[config.mk]
export PLATFORM = sky130hd
export DESIGN_NAME = mips_control_fsm
export DESIGN_NICKNAME = d
export VERILOG_FILES = /design/src/rtl/mips_pkg.sv /design/src/rtl/mips_control_fsm_alu_decoder.sv /design/src/rtl/mips_control_fsm.sv
export SDC_FILE = /design/constraint.sdc
export NUM_CORES = 1
export LEC_CHECK = 0
export CAP_MARGIN = 10
export CELL_PAD_IN_SITES_DETAIL_PLACEMENT = 1
export CELL_PAD_IN_SITES_GLOBAL_PLACEMENT = 2
export CORE_UTILIZATION = 18
export DETAILED_ROUTE_END_ITERATION = 10
export GPL_TIMING_DRIVEN = 0
export HOLD_SLACK_MARGIN = 0.1
export PLACE_DENSITY = 0.87
export SETUP_SLACK_MARGIN = 0.5
export SLEW_MARGIN = 25
export SYNTH_ARGS = -nofsm -noshare
export SYNTH_HDL_FRONTEND = slang
export SYNTH_SLANG_ARGS = --single-unit
[constraint.sdc]
create_clock -name clk -period 2.3 [get_ports clk]
set_clock_uncertainty 0.2 [all_clocks]
set_input_delay 0.46 -clock clk [delete_from_list [all_inputs] [get_ports clk]]
set_output_delay 0.46 -clock clk [all_outputs]
set_load 0.03 [all_outputs]
[src/rtl/mips_pkg.sv]
// -----------------------------------------------------------------------------
// mips_pkg
// Shared definitions for the multicycle MIPS controller:
//   - opcode and funct field encodings of the supported instructions
//   - 4-bit ALU operation codes
//   - 2-bit ALU operation class the FSM hands to the ALU decoder
//   - controller state enumeration
// -----------------------------------------------------------------------------
package mips_pkg;

  // Opcodes (instr[31:26])
  localparam logic [5:0] OP_RTYPE = 6'b000000;
  localparam logic [5:0] OP_LW    = 6'b100011;
  localparam logic [5:0] OP_SW    = 6'b101011;
  localparam logic [5:0] OP_BEQ   = 6'b000100;
  localparam logic [5:0] OP_ADDI  = 6'b001000;
  localparam logic [5:0] OP_J     = 6'b000010;

  // R-type funct codes (instr[5:0])
  localparam logic [5:0] FN_ADD = 6'b100000;
  localparam logic [5:0] FN_SUB = 6'b100010;
  localparam logic [5:0] FN_AND = 6'b100100;
  localparam logic [5:0] FN_OR  = 6'b100101;
  localparam logic [5:0] FN_SLT = 6'b101010;
  localparam logic [5:0] FN_NOR = 6'b100111;

  // ALU operation codes
  localparam logic [3:0] ALU_AND = 4'b0000;
  localparam logic [3:0] ALU_OR  = 4'b0001;
  localparam logic [3:0] ALU_ADD = 4'b0010;
  localparam logic [3:0] ALU_SUB = 4'b0110;
  localparam logic [3:0] ALU_SLT = 4'b0111;
  localparam logic [3:0] ALU_NOR = 4'b1100;

  // ALU operation class emitted by the FSM
  localparam logic [1:0] ALUOP_ADD   = 2'b00;
  localparam logic [1:0] ALUOP_SUB   = 2'b01;
  localparam logic [1:0] ALUOP_FUNCT = 2'b10;

  typedef enum logic [3:0] {
    S_FETCH   = 4'd0,
    S_DECODE  = 4'd1,
    S_MEMADR  = 4'd2,
    S_MEMRD   = 4'd3,
    S_MEMWB   = 4'd4,
    S_MEMWR   = 4'd5,
    S_EXEC    = 4'd6,
    S_ALUWB   = 4'd7,
    S_BEQ     = 4'd8,
    S_ADDIEX  = 4'd9,
    S_ADDIWB  = 4'd10,
    S_JUMP    = 4'd11,
    S_ILLEGAL = 4'd12
  } state_t;

endpackage

[src/rtl/mips_control_fsm_alu_decoder.sv]
// -----------------------------------------------------------------------------
// alu_decoder
// Combinational translation of the FSM's ALU operation class (and, for
// R-type execution, the funct field) into the 4-bit ALU operation code.
// Ports:
//   alu_op       in  2  operation class (ADD / SUB / use funct)
//   funct        in  6  instr[5:0]
//   alu_op_code  out 4  ALU operation select
// Unknown funct values map to AND (0000); there is no funct trap.
// -----------------------------------------------------------------------------
module alu_decoder
  import mips_pkg::*;
(
  input  logic [1:0] alu_op,
  input  logic [5:0] funct,
  output logic [3:0] alu_op_code
);

  always_comb begin
    alu_op_code = ALU_ADD;
    case (alu_op)
      ALUOP_ADD: alu_op_code = ALU_ADD;
      ALUOP_SUB: alu_op_code = ALU_SUB;
      ALUOP_FUNCT: begin
        case (funct)
          FN_ADD:  alu_op_code = ALU_ADD;
          FN_SUB:  alu_op_code = ALU_SUB;
          FN_AND:  alu_op_code = ALU_AND;
          FN_OR:   alu_op_code = ALU_OR;
          FN_SLT:  alu_op_code = ALU_SLT;
          FN_NOR:  alu_op_code = ALU_NOR;
          default: alu_op_code = ALU_AND;
        endcase
      end
      default: alu_op_code = ALU_ADD;
    endcase
  end

endmodule

[src/rtl/mips_control_fsm.sv]
// -----------------------------------------------------------------------------
// mips_control_fsm
// Multicycle MIPS main controller. Walks each instruction through
// fetch/decode/execute/memory/writeback and drives the datapath selects and
// write enables as Moore outputs of the current state.
// Ports:
//   clk, rst_n        clock, asynchronous active-low reset
//   opcode, funct     instruction fields from the instruction register
//   zero              ALU zero flag (only affects pc_en)
//   alu_op_code       4-bit ALU operation
//   alu_src_a/_b      ALU operand selects
//   pc_src            next-PC select
//   i_or_d            memory address select
//   reg_dst           destination register select
//   mem_to_reg        register write data select
//   ir_write, mem_write, reg_write, pc_write, branch   enables
//   pc_en             pc_write | (branch & zero)
//   illegal_op        one-cycle pulse for an unsupported opcode
// -----------------------------------------------------------------------------
module mips_control_fsm
  import mips_pkg::*;
(
  input  logic       clk,
  input  logic       rst_n,
  input  logic [5:0] opcode,
  input  logic [5:0] funct,
  input  logic       zero,
  output logic [3:0] alu_op_code,
  output logic       alu_src_a,
  output logic [1:0] alu_src_b,
  output logic [1:0] pc_src,
  output logic       i_or_d,
  output logic       reg_dst,
  output logic       mem_to_reg,
  output logic       ir_write,
  output logic       mem_write,
  output logic       reg_write,
  output logic       pc_write,
  output logic       branch,
  output logic       pc_en,
  output logic       illegal_op
);

  state_t     state_reg, state_next;
  logic [1:0] alu_op;
  logic       ir_write_raw, mem_write_raw, reg_write_raw;
  logic       pc_write_raw, branch_raw, illegal_op_raw;

  always_ff @(posedge clk or negedge rst_n) begin
    if (!rst_n) state_reg <= S_FETCH;
    else        state_reg <= state_next;
  end

  // Next-state logic
  always_comb begin
    state_next = S_FETCH;
    case (state_reg)
      S_FETCH:  state_next = S_DECODE;
      S_DECODE: begin
        case (opcode)
          OP_LW, OP_SW: state_next = S_MEMADR;
          OP_RTYPE:     state_next = S_EXEC;
          OP_BEQ:       state_next = S_BEQ;
          OP_ADDI:      state_next = S_ADDIEX;
          OP_J:         state_next = S_JUMP;
          default:      state_next = S_ILLEGAL;
        endcase
      end
      // Only lw and sw reach MEMADR, so anything other than lw is a store.
      S_MEMADR: state_next = (opcode == OP_LW) ? S_MEMRD : S_MEMWR;
      S_MEMRD:  state_next = S_MEMWB;
      S_EXEC:   state_next = S_ALUWB;
      S_ADDIEX: state_next = S_ADDIWB;
      default:  state_next = S_FETCH;
    endcase
  end

  // Moore outputs
  always_comb begin
    alu_op         = ALUOP_ADD;
    alu_src_a      = 1'b0;
    alu_src_b      = 2'b00;
    pc_src         = 2'b00;
    i_or_d         = 1'b0;
    reg_dst        = 1'b0;
    mem_to_reg     = 1'b0;
    ir_write_raw   = 1'b0;
    mem_write_raw  = 1'b0;
    reg_write_raw  = 1'b0;
    pc_write_raw   = 1'b0;
    branch_raw     = 1'b0;
    illegal_op_raw = 1'b0;
    case (state_reg)
      S_FETCH: begin
        alu_src_b    = 2'b01;
        ir_write_raw = 1'b1;
        pc_write_raw = 1'b1;
      end
      S_DECODE: alu_src_b = 2'b11;  // branch target precompute
      S_MEMADR, S_ADDIEX: begin
        alu_src_a = 1'b1;
        alu_src_b = 2'b10;
      end
      S_MEMRD: i_or_d = 1'b1;
      S_MEMWR: begin
        i_or_d        = 1'b1;
        mem_write_raw = 1'b1;
      end
      S_MEMWB: begin
        mem_to_reg    = 1'b1;
        reg_write_raw = 1'b1;
      end
      S_EXEC: begin
        alu_src_a = 1'b1;
        alu_op    = ALUOP_FUNCT;
      end
      S_ALUWB: begin
        reg_dst       = 1'b1;
        reg_write_raw = 1'b1;
      end
      S_ADDIWB: reg_write_raw = 1'b1;
      S_BEQ: begin
        alu_src_a  = 1'b1;
        alu_op     = ALUOP_SUB;
        pc_src     = 2'b01;
        branch_raw = 1'b1;
      end
      S_JUMP: begin
        pc_src       = 2'b10;
        pc_write_raw = 1'b1;
      end
      S_ILLEGAL: illegal_op_raw = 1'b1;
      default: ;
    endcase
  end

  alu_decoder u_alu_decoder (
    .alu_op      (alu_op),
    .funct       (funct),
    .alu_op_code (alu_op_code)
  );

  // The state register already sits in FETCH during reset; gating the
  // enables with rst_n keeps FETCH's ir_write/pc_write from firing until
  // reset is released.
  assign ir_write   = ir_write_raw   & rst_n;
  assign mem_write  = mem_write_raw  & rst_n;
  assign reg_write  = reg_write_raw  & rst_n;
  assign pc_write   = pc_write_raw   & rst_n;
  assign branch     = branch_raw     & rst_n;
  assign illegal_op = illegal_op_raw & rst_n;
  assign pc_en      = pc_write | (branch & zero);

endmodule

======== Word-level counts from Yosys, hierarchy flattened ========
Cells that the tools add are included.
word-level totals
  flip-flop bits (word level) ............. 4
  input port bits ......................... 15
  logic and storage cells ................. 59
  output and inout port bits .............. 19
operators by class
  reduce and logical (&&, ||, !) cells .... 8
  bitwise operators ....................... 8
  multiplexer cells ....................... 18
  equality and inequality tests ........... 24
operator list
  cell                count
  $eq 6x6->1 const B  7
  $pmux 4 s5          2
  $pmux 4 s6          1
  $eq 4x4->1 const B  5
  $eq 4x3->1 const B  4
  $mux 1              10
  $eq 4x2->1 const B  2
  $pmux 2 s2          2
  $pmux 4 s2          1
  $reduce_or 2->1     4
  $and 1x1->1         7
  $eq 6x2->1 const B  1
  $eq 6x3->1 const B  1
  $eq 6x4->1 const B  1
  $logic_not 6->1     1
  $pmux 2 s3          1
  $eq 4x1->1 const B  1
  $logic_not 4->1     1
  $reduce_or 4->1     1
  $mux 3              1
  $reduce_or 3->1     1
  $eq 2x1->1 const B  1
  $eq 2x2->1 const B  1
  $or 1x1->1          1

======== Depth between registers and ports, before layout ========
Gate-level depths: netlist of the first run.
  depth in word-level cells ............... 5
  depth in mapped cells ................... 8

======== Cells and area by module ========
Synthesis of the first run repeated with hierarchy kept, for this count alone.
unflattened totals
  cell total of the unflattened synthesis .. 81
  area total of the unflattened synthesis .. 618.1 µm²
modules (own cells, without submodules)
  module            area each (µm²)  cells each  instances
  mips_control_fsm  467.9            64          1
  alu_decoder       150.1            17          1

======== Worst setup path after synthesis of the first run ========
OpenSTA, ideal clock, no wires.
  kind .................................... reg-to-output
  from .................................... register state_reg[3]
  to ...................................... output port alu_op_code[0]
  stages on the path, launching flop included .. 8
  slack ................................... -0.223 ns
  arrival time ............................ 1.863 ns
  path buffers ............................ 1
  data required time ...................... 1.640 ns
  cell sequence ........................... dfrtp_1 -> clkbuf_1 -> nor2b_1 -> nand2_1 -> inv_1 -> ha_1 -> and3b_1 -> nor3b_1
between the ends
  longest elaborated chain between the ends .. 4
  elaborated cells between the ends (all ways) .. 6
  those cells by class .................... eq/ne (4); mux (2)
ends and longest elaborated chain
  item                                             RTL line                            source
  start, declared                                  mips_control_fsm.sv:44              state_t state_reg, state_next;
  start signal, assigned                           mips_control_fsm.sv:51              else state_reg <= state_next;
  $eq 4x4->1 / $eq 4x3->1 (equally long branches)  mips_control_fsm.sv:93              case (state_reg)
  $pmux 2 s2 *                                     mips_control_fsm.sv:93
  $eq 2x2->1 / $eq 2x1->1 (equally long branches)  mips_control_fsm_alu_decoder.sv:21  case (alu_op)
  $pmux 4 s2 *                                     mips_control_fsm_alu_decoder.sv:21
  end, declared                                    mips_control_fsm.sv:28              output logic [3:0] alu_op_code,
Mark *: on every way between the ends. The rest lies on a longest branch, timed or not.

======== Final worst setup path of the first run ========
  from .................................... register state_reg[3]
  to ...................................... output port alu_op_code[1]
The elaborated chain is that of the path after synthesis.

==> results list, run 1 <==
* Synth area leaders: dfrtp_1, nand2b_1, nand2_1
* Cell types with the highest counts after synthesis: nand2_1, nor2_1, nand2b_1, a21oi_1, nor3_1
- The pre-antenna-repair detailed-routing pass consisted of 3 iterations.
- Walking the worst path, the cells encountered are buf_4 -> nand2b_4 -> nand2b_4 -> ha_4 -> and3b_2 -> a311o_2 -> buf_6.
- Cells with a size suffix above 1 make up 66.7% of the layout.
- Family of cells with the greatest summed delay on the critical path: simple AND/OR/NAND/NOR gates
* Setup WS post-layout: -0.177 ns
- Routed via count divided by cell count: 4.71
- After filler insertion, the fill cell instance count of the layout stands at 360.
- Reg-to-reg endpoint: state_reg[1]
* Fraction of the mapped netlist area in compound gates: 18.9%
* Setup tns final: -0.487 ns
* 1st-iter DRT viols: 21
* Area growth from synthesis to final layout: 156%
* Level count of the clock H-tree: 1
- Max FFs per register: 4
- In this design, the stage delay of the slowest critical-path cell is 0.38 ns.
- Synthesis instantiated 37 different standard cells from the library.
- Area share of the leading cell type in the synthesized netlist: 16.9%
- The floorplan step defined a die boundary enclosing 0.00351 mm².
* Maximum buffer depth of the clock tree: 2
- The final reports fail on setup timing.
- The worst setup path is captured at an output pin.
* Overall routing resource usage: 16.5%
- Combinational family with the most area after synthesis: simple AND/OR/NAND/NOR gates
* Crit Reg-Reg Startpoint: state_reg[1]
- Total number of nets in the final design: 160
- A synthesized cell averages 6.95 µm².
* First-pass GRT wire length: 4.31 mm
- Total of warnings raised by yosys: 0
* Most used cell along the critical path: nand2b_4
- Setup repair after global routing could not meet its margin everywhere.
* Largest vdd supply drop: 0.208 mV
- Die Ht: 59.3 µm
- Of the available clock period, the critical path in the final layout requires 108%.
- Measured against its own limit, the worst slew margin works out to 81.5%.
- TritonCTS Buffers: 3
- From left edge to right edge, the die measures 59.3 µm.
- Cell Pwr Density: 416 mW/mm²
- Clock Tree Root: clkbuf_4
- Vias: 871
- After detailed routing, the number of remaining DRC violations is 0.
- After floorplanning, the core was sized to cover 0.00308 mm².
- STA puts the critical path data required time at 1.64 ns.
* Share of synthesized flip-flops with an asynchronous set or reset: 100%
- Total power consumption of the routed design: 0.628 mW
* Post-synthesis share of cell area spent on full adders, half adders and majority gates: 4.24%
- Element type at the critical path start: flip-flop
- In this run the most critical hold path is launched from opcode[2].
- The floorplan has 20 rows.
- Slowest-stage cell, CP: dfrtp_1
* Data arrival time of the critical path: 1.82 ns
- Measured in cells, the most critical reg-to-reg path has a length of 7.
- Time the worst path needs with I/O delays and setup: 2.48 ns
- Post-synth top area cell: dfrtp_1
- Together, buffers and inverters on the worst path number 2.
- Static Leakage: 0.657 nW
- Number of antenna violations at the first check in global routing: 0
- Number of sinks on the clock net: 4
- Along the worst path, the maximum fanout reaches 4.
- Hold Path End: state_reg[3]
* Number of I/O port buffers: 33
* Area occupied by registers: 103 µm²
* Worst hold margin: 0.604 ns
- The synthesized design contains 0 enable-type register cells.
* Minimum setup slack among reg-to-reg paths: 0.70 ns
- Number of antenna cells inserted: 0
- Synth Net Count: 102
- For this configuration, the core starts out at a cell density of 19.2%.
- Placed wire-length estimate after detailed placement: 1.65 mm
- The via count of the first global-routing pass came to 871.
- Post-synthesis mux area share: 1.69%
* Transition time at the pin with the least slew margin: 0.269 ns
- Clock tree from TritonCTS: done
* Netlist area before placement: 591 µm²
* Overall routed net length: 2.79 mm
* Most used flip-flop cell after synthesis: dfrtp_1
- The number of pins with negative max-slew slack in the final report came to 0.
- Sequential cells were found to cover 16.9% of the synthesized design area.
- After technology mapping, the gate count stands at 85.
* MaxCap Viol Count: 0
- Setup violations remaining at the end of the flow were counted as 4.
* Run status: complete, but fails checks
- Routability-driven placement finished with a final weighted congestion of 0.809.
* Combined area of the multi-input logic cells: 722 µm²
* Routed wirelength normalized by instance count: 15.1 µm
- Clock-pin slew was measured on the worst setup and hold paths at 0.04 ns.
- The total count of hold-check failures in the final report was 0.
- Xor and xnor fraction of the mapped netlist area: 2.97%
- I/O pins: 34
- Post-detailed-route count of antenna-violating nets: 0
* Gr ovfl total: 0
- Simple-gate share of the synthesized area: 49.6%
- Along the worst hold path, the cell count comes to 3.
- Static timing analysis puts the maximum clock frequency at 404 MHz.
* Min-delay worst type: in -> reg
- Setup CP Type: reg -> out
* Number of register bits inferred by synthesis: 4
- Skew-Pair Late Insertion Delay: 0.24 ns
- Maximum number of pins on one net before global-route repair: 11
## cells by family (layout without fill, tap and decap cells)
kind of cell             after synthesis  after routing
AND/OR/NAND/NOR                       51             51
flip-flops                             4              4
multiplexers                           1              1
XOR/XNOR                               2              2
AO/OA/AOI/OAI                         16             16
adder cells (fa/ha/maj)                2              2
buffers and inverters                  9             65
## worst max path at each step
stage,start,endpoint,slack (ns),cells after the start
after detailed placement,state_reg[2],alu_op_code[1],-0.55,6
final,state_reg[3],alu_op_code[1],-0.18,7
after global placement,state_reg[2],alu_op_code[1],-0.54,6
after CTS,state_reg[2],alu_op_code[1],-0.14,6
after floorplan,state_reg[2],alu_op_code[1],0.13,4
after global routing,state_reg[3],alu_op_code[1],-0.21,7
## power breakdown
| group | switching (mW) | internal, mW | total (mW) | leakage (nW) |
|---|---|---|---|---|
| clock network | 0.0327 | 0.0586 | 0.0913 | 0.0138 |
| registers | 0.0114 | 0.0785 | 0.0899 | 0.0529 |
| logic | 0.221 | 0.226 | 0.447 | 0.590 |
## stage by stage
step / setup WS, ns / cell area, µm² / utilization (%) / cells
floorplan: 0.126 / 653 / - / 85
global placement: -0.537 / 1040 / 33.7 / 162
detailed placement: -0.554 / 1040 / 33.7 / 162
CTS: -0.144 / 1370 / 44.4 / 177
global route: -0.212 / 1510 / 49.1 / 185
finish: -0.177 / 1510 / 49.1 / 185
## worst reg2reg max path, stage by stage (launching register included)
cell and delay [ns]:
dfrtp_2 0.44, buf_6 0.14, buf_6 0.11, nor2b_4 0.15
buf_4 0.13, buf_4 0.09, o2111ai_1 0.13, o221ai_1 0.11
## timing repair
| action | in CTS | in global routing |
|---|---|---|
| endpoints found under the hold margin | 4 | 0 |
| endpoints found under the setup margin | 21 | 20 |
| buffers inserted | 11 | 8 |
| pin swaps | 3 | 9 |
| hold buffers | 1 | 0 |
| resized for setup | 188 | 19 |
## per-layer routing
metal  wire, µm  global-route usage, %
met5          0                      0
met4         42                   6.12
met3        113                   1.31
met2       1470                   30.8
met1       1170                   19.3
## placed cells by master, fill, tap and decap left out, types with 2 or more instances in the layout
cell and n:
a21oi_2 2, a21oi_4 2, and3_1 2, and3_4 2
and3b_2 2, buf_4 16, buf_6 22, clkbuf_4 3
clkdlybuf4s50_1 7, dfrtp_1 2, dfrtp_2 2, dlygate4sd2_1 6
inv_1 2, inv_2 2, nand2_1 4, nand2_2 2
nand2b_1 2, nand2b_4 5, nand3_1 2, nor2_1 3
nor2_4 5, nor2b_4 3, nor3_1 2, nor3_2 3
or4_4 2
## area by class of cell
class	instances	share of cell area [%]
Clock buffer	3	1.49
Multi-Input combinational cell	72	47.8
Timing Repair Buffer	53	34.7
Tap cell	44	3.64
Inverter	5	1.57
Buffer	4	4.06
Sequential cell	4	6.79
Note: power is estimated with default switching activity, not from simulation.
==> run 2, diff against run 1 <==
--- a/config.mk
+++ b/config.mk
@@ -14,6 +14,7 @@
 export HOLD_SLACK_MARGIN = 0.1
 export PLACE_DENSITY = 0.87
 export SETUP_SLACK_MARGIN = 0.5
+export SKIP_LAST_GASP = 1
 export SLEW_MARGIN = 25
 export SYNTH_ARGS = -nofsm -noshare
 export SYNTH_HDL_FRONTEND = slang
==> run 2 against run 1 <==
The run still ends with setup timing left; critical path depth fell by 1; first-iteration DRC count decreased by 62%; final cell count is 1.1% higher; fmax rose by 0.57%; setup slack gained 0.014 ns; critical endpoint unchanged; largest cell class unchanged; highest routed layer unchanged.
==> results list, run 2 (synthesized netlist as in run 1, its figures left out) <==
- Family of cells with the greatest summed delay on the critical path: simple AND/OR/NAND/NOR gates
- Based on the critical path, the design can be clocked at up to 406 MHz.
* Busiest layer in global routing: met2
- Routed via count divided by cell count: 4.65
- Number of I/O port buffers: 33
* Maximum buffer depth of the clock tree: 2
* Starting utilization of the core area: 19.2%
* DRC violation count after routing: 0
* Placed wire-length estimate after detailed placement: 1.65 mm
* Setup CP Type: reg -> out
- Across the whole layout, storage elements account for 103 µm².
* Number of antenna violations at the first check in global routing: 0
- Placed cell count: 162
- Dividing the final minimum period by the clock period gives 107%.
* Setup repair after global routing missed its margin: true
- Buffers inserted during clock tree synthesis total 3.
- Fill cells in the final layout number 353.
- Data arrival time of the critical path: 1.80 ns
- Worst path cell trace: nand2b_4 -> nand2b_4 -> ha_4 -> and3b_2 -> a311o_2 -> buf_6
- Minimum setup slack among reg-to-reg paths: 0.72 ns
* Skew-Pair Late Insertion Delay: 0.25 ns
* Cell Count, Final, Fillers Out: 187
* GR met3 Demand/Resource: 1.53%
- In this run the remaining antenna-violating nets after routing total 0.
* I/O pins: 34
- Global routing usage on met2: 29.5%
- Total number of nets in the final design: 162
- Crit path max fanout: 4
- Worst-path clk slew: 0.04 ns
* Setup WS post-layout: -0.163 ns
- Total power consumption of the routed design: 0.623 mW
- Number of sinks on the clock net: 4
- The via count of the first global-routing pass is 863.
* Setup tns final: -0.516 ns
- The library cell used most frequently in the layout, excluding fill and tap cells, is buf_4.
- The first global-routing pass estimated 4.18 mm of wire.
- Level count of the clock H-tree: 1
* Transition time at the pin with the least slew margin: 0.302 ns
* Max FFs per register: 4
- IR analysis of the VDD net gives a maximum drop of 0.200 mV.
- Met1 Resource Use GR: 18.6%
- At the end of the flow the core is filled with cells to 48.3%.
- Clock tree from TritonCTS: done
- Vias: 869
- Maximum number of pins on one net before global-route repair: 11
* Run status: complete, but fails checks
* Slew Limit Headroom: 79.8%
- The floorplan step defined a die boundary enclosing 0.00351 mm².
* Number of antenna cells inserted: 0
* Fraction of layout instances using a drive strength above 1: 65.7%
- Setup violations remaining at the end of the flow were counted as 4.
- On the critical path, the stage with the largest delay is an instance of dfrtp_1.
- Total count of hold-check failures in the final report: 0
* Min-delay worst type: in -> reg
* Critical Path Max Stage Delay: 0.40 ns
- MaxCap Viol Count: 0
- The core region is 0.00308 mm².
- GPL Wtd Cong: 0.809
- In the layout the commonest cells are buf_4, buf_6, clkdlybuf4s50_1, dlygate4sd2_1.
* Drt pass-1 iters: 4
* Routed wirelength normalized by instance count: 15.8 µm
- Clock tree synthesis selected as its root buffer the cell clkbuf_4.
- Overall routed net length: 2.96 mm
- Area of all placed cells without fillers: 0.00149 mm²
- Measured along the y axis, the die boundary spans 59.3 µm.
- Combined area of the multi-input logic cells: 693 µm²
- Overall routing resource usage: 15.9%
- Std cell rows: 20
- The die is 59.3 µm wide.
- Static Leakage: 0.671 nW
- For this design the ratio of total power to cell area is 419 mW/mm².
- Violated checks: setup timing
- The worst setup path is captured at an output pin.
* Area growth from synthesis to final layout: 151%
- For this block, the initial DRC count from the detailed router was 8.
- The most numerous cell type found on the critical path is nand2b_4.
- The smallest clock period supported by the final layout is computed as 2.46 ns.
- After detailed placement, the total cell area comes to 0.00104 mm².
* Buffers plus inverters on the worst setup path: 1
* Gr ovfl total: 0
- STA classifies the critical path startpoint as a flip-flop.
* Final number of max-transition violations: 0
* Data required time of the critical path: 1.64 ns
## run 2: cell types whose count changed in the layout (fill, tap and decap cells not counted), sizes merged
cell           change
buf                +2
clkdlybuf4s50      -1
dlymetal6s2s       +1
## run 2: timing repair
item                                    in CTS  in global routing
endpoints found under the hold margin        4                  0
endpoints found under the setup margin      21                 20
pin swaps                                    3                  9
setup buffers                               11                 10
gates resized for setup                    161                 41
hold buffers                                 1                  0
## run 2: path summary, 6_finish.rpt
check	depth (start not counted)	from	end
min in group asynchronous	2	rst_n	state_reg[1]
max in group asynchronous	2	rst_n	state_reg[0]
min	3	opcode[2]	state_reg[3]
min reg2reg	3	state_reg[2]	state_reg[1]
max reg2reg	7	state_reg[3]	state_reg[1]
max	6	state_reg[2]	alu_op_code[1]
## run 2: power by group
part           total [mW]  switching [mW]  leakage, nW  internal, mW
Sequential         0.0892          0.0107       0.0529        0.0784
Clock              0.0987          0.0396       0.0138        0.0591
Combinational       0.435           0.214        0.604         0.220
## run 2: layout make-up
type | instances | share of cell area (%)
buffer | 4 | 4.38
clock buffer | 3 | 1.52
inverter | 5 | 1.60
multi-input combinational | 72 | 46.7
sequential | 4 | 6.91
tap | 44 | 3.71
timing repair buffer | 55 | 35.2
## run 2: worst reg2reg max path, delay by kind of cell, from the launching register on
kind                   cells  cell delay (ns)
AOI/OAI and AO/OA          2             0.20
buffers and inverters      4             0.57
DFF                        1             0.39
and+or+nand+nor            1             0.14
## run 2: routing by layer
layer	part of all wire, %	routed length, µm	up-vias
li1	-	-	425
met1	37	1090	417
met2	59	1730	25
met3	3.5	104	2
met4	1.0	30	0
met5	0	0	-
## run 2: stage by stage
step	worst slack [ns]	hold WS, ns
after floorplan	0.126	-0.0356
after global placement	-0.537	0.389
after detailed placement	-0.554	0.411
after CTS	-0.158	0.490
after global routing	-0.227	0.634
final	-0.163	0.600
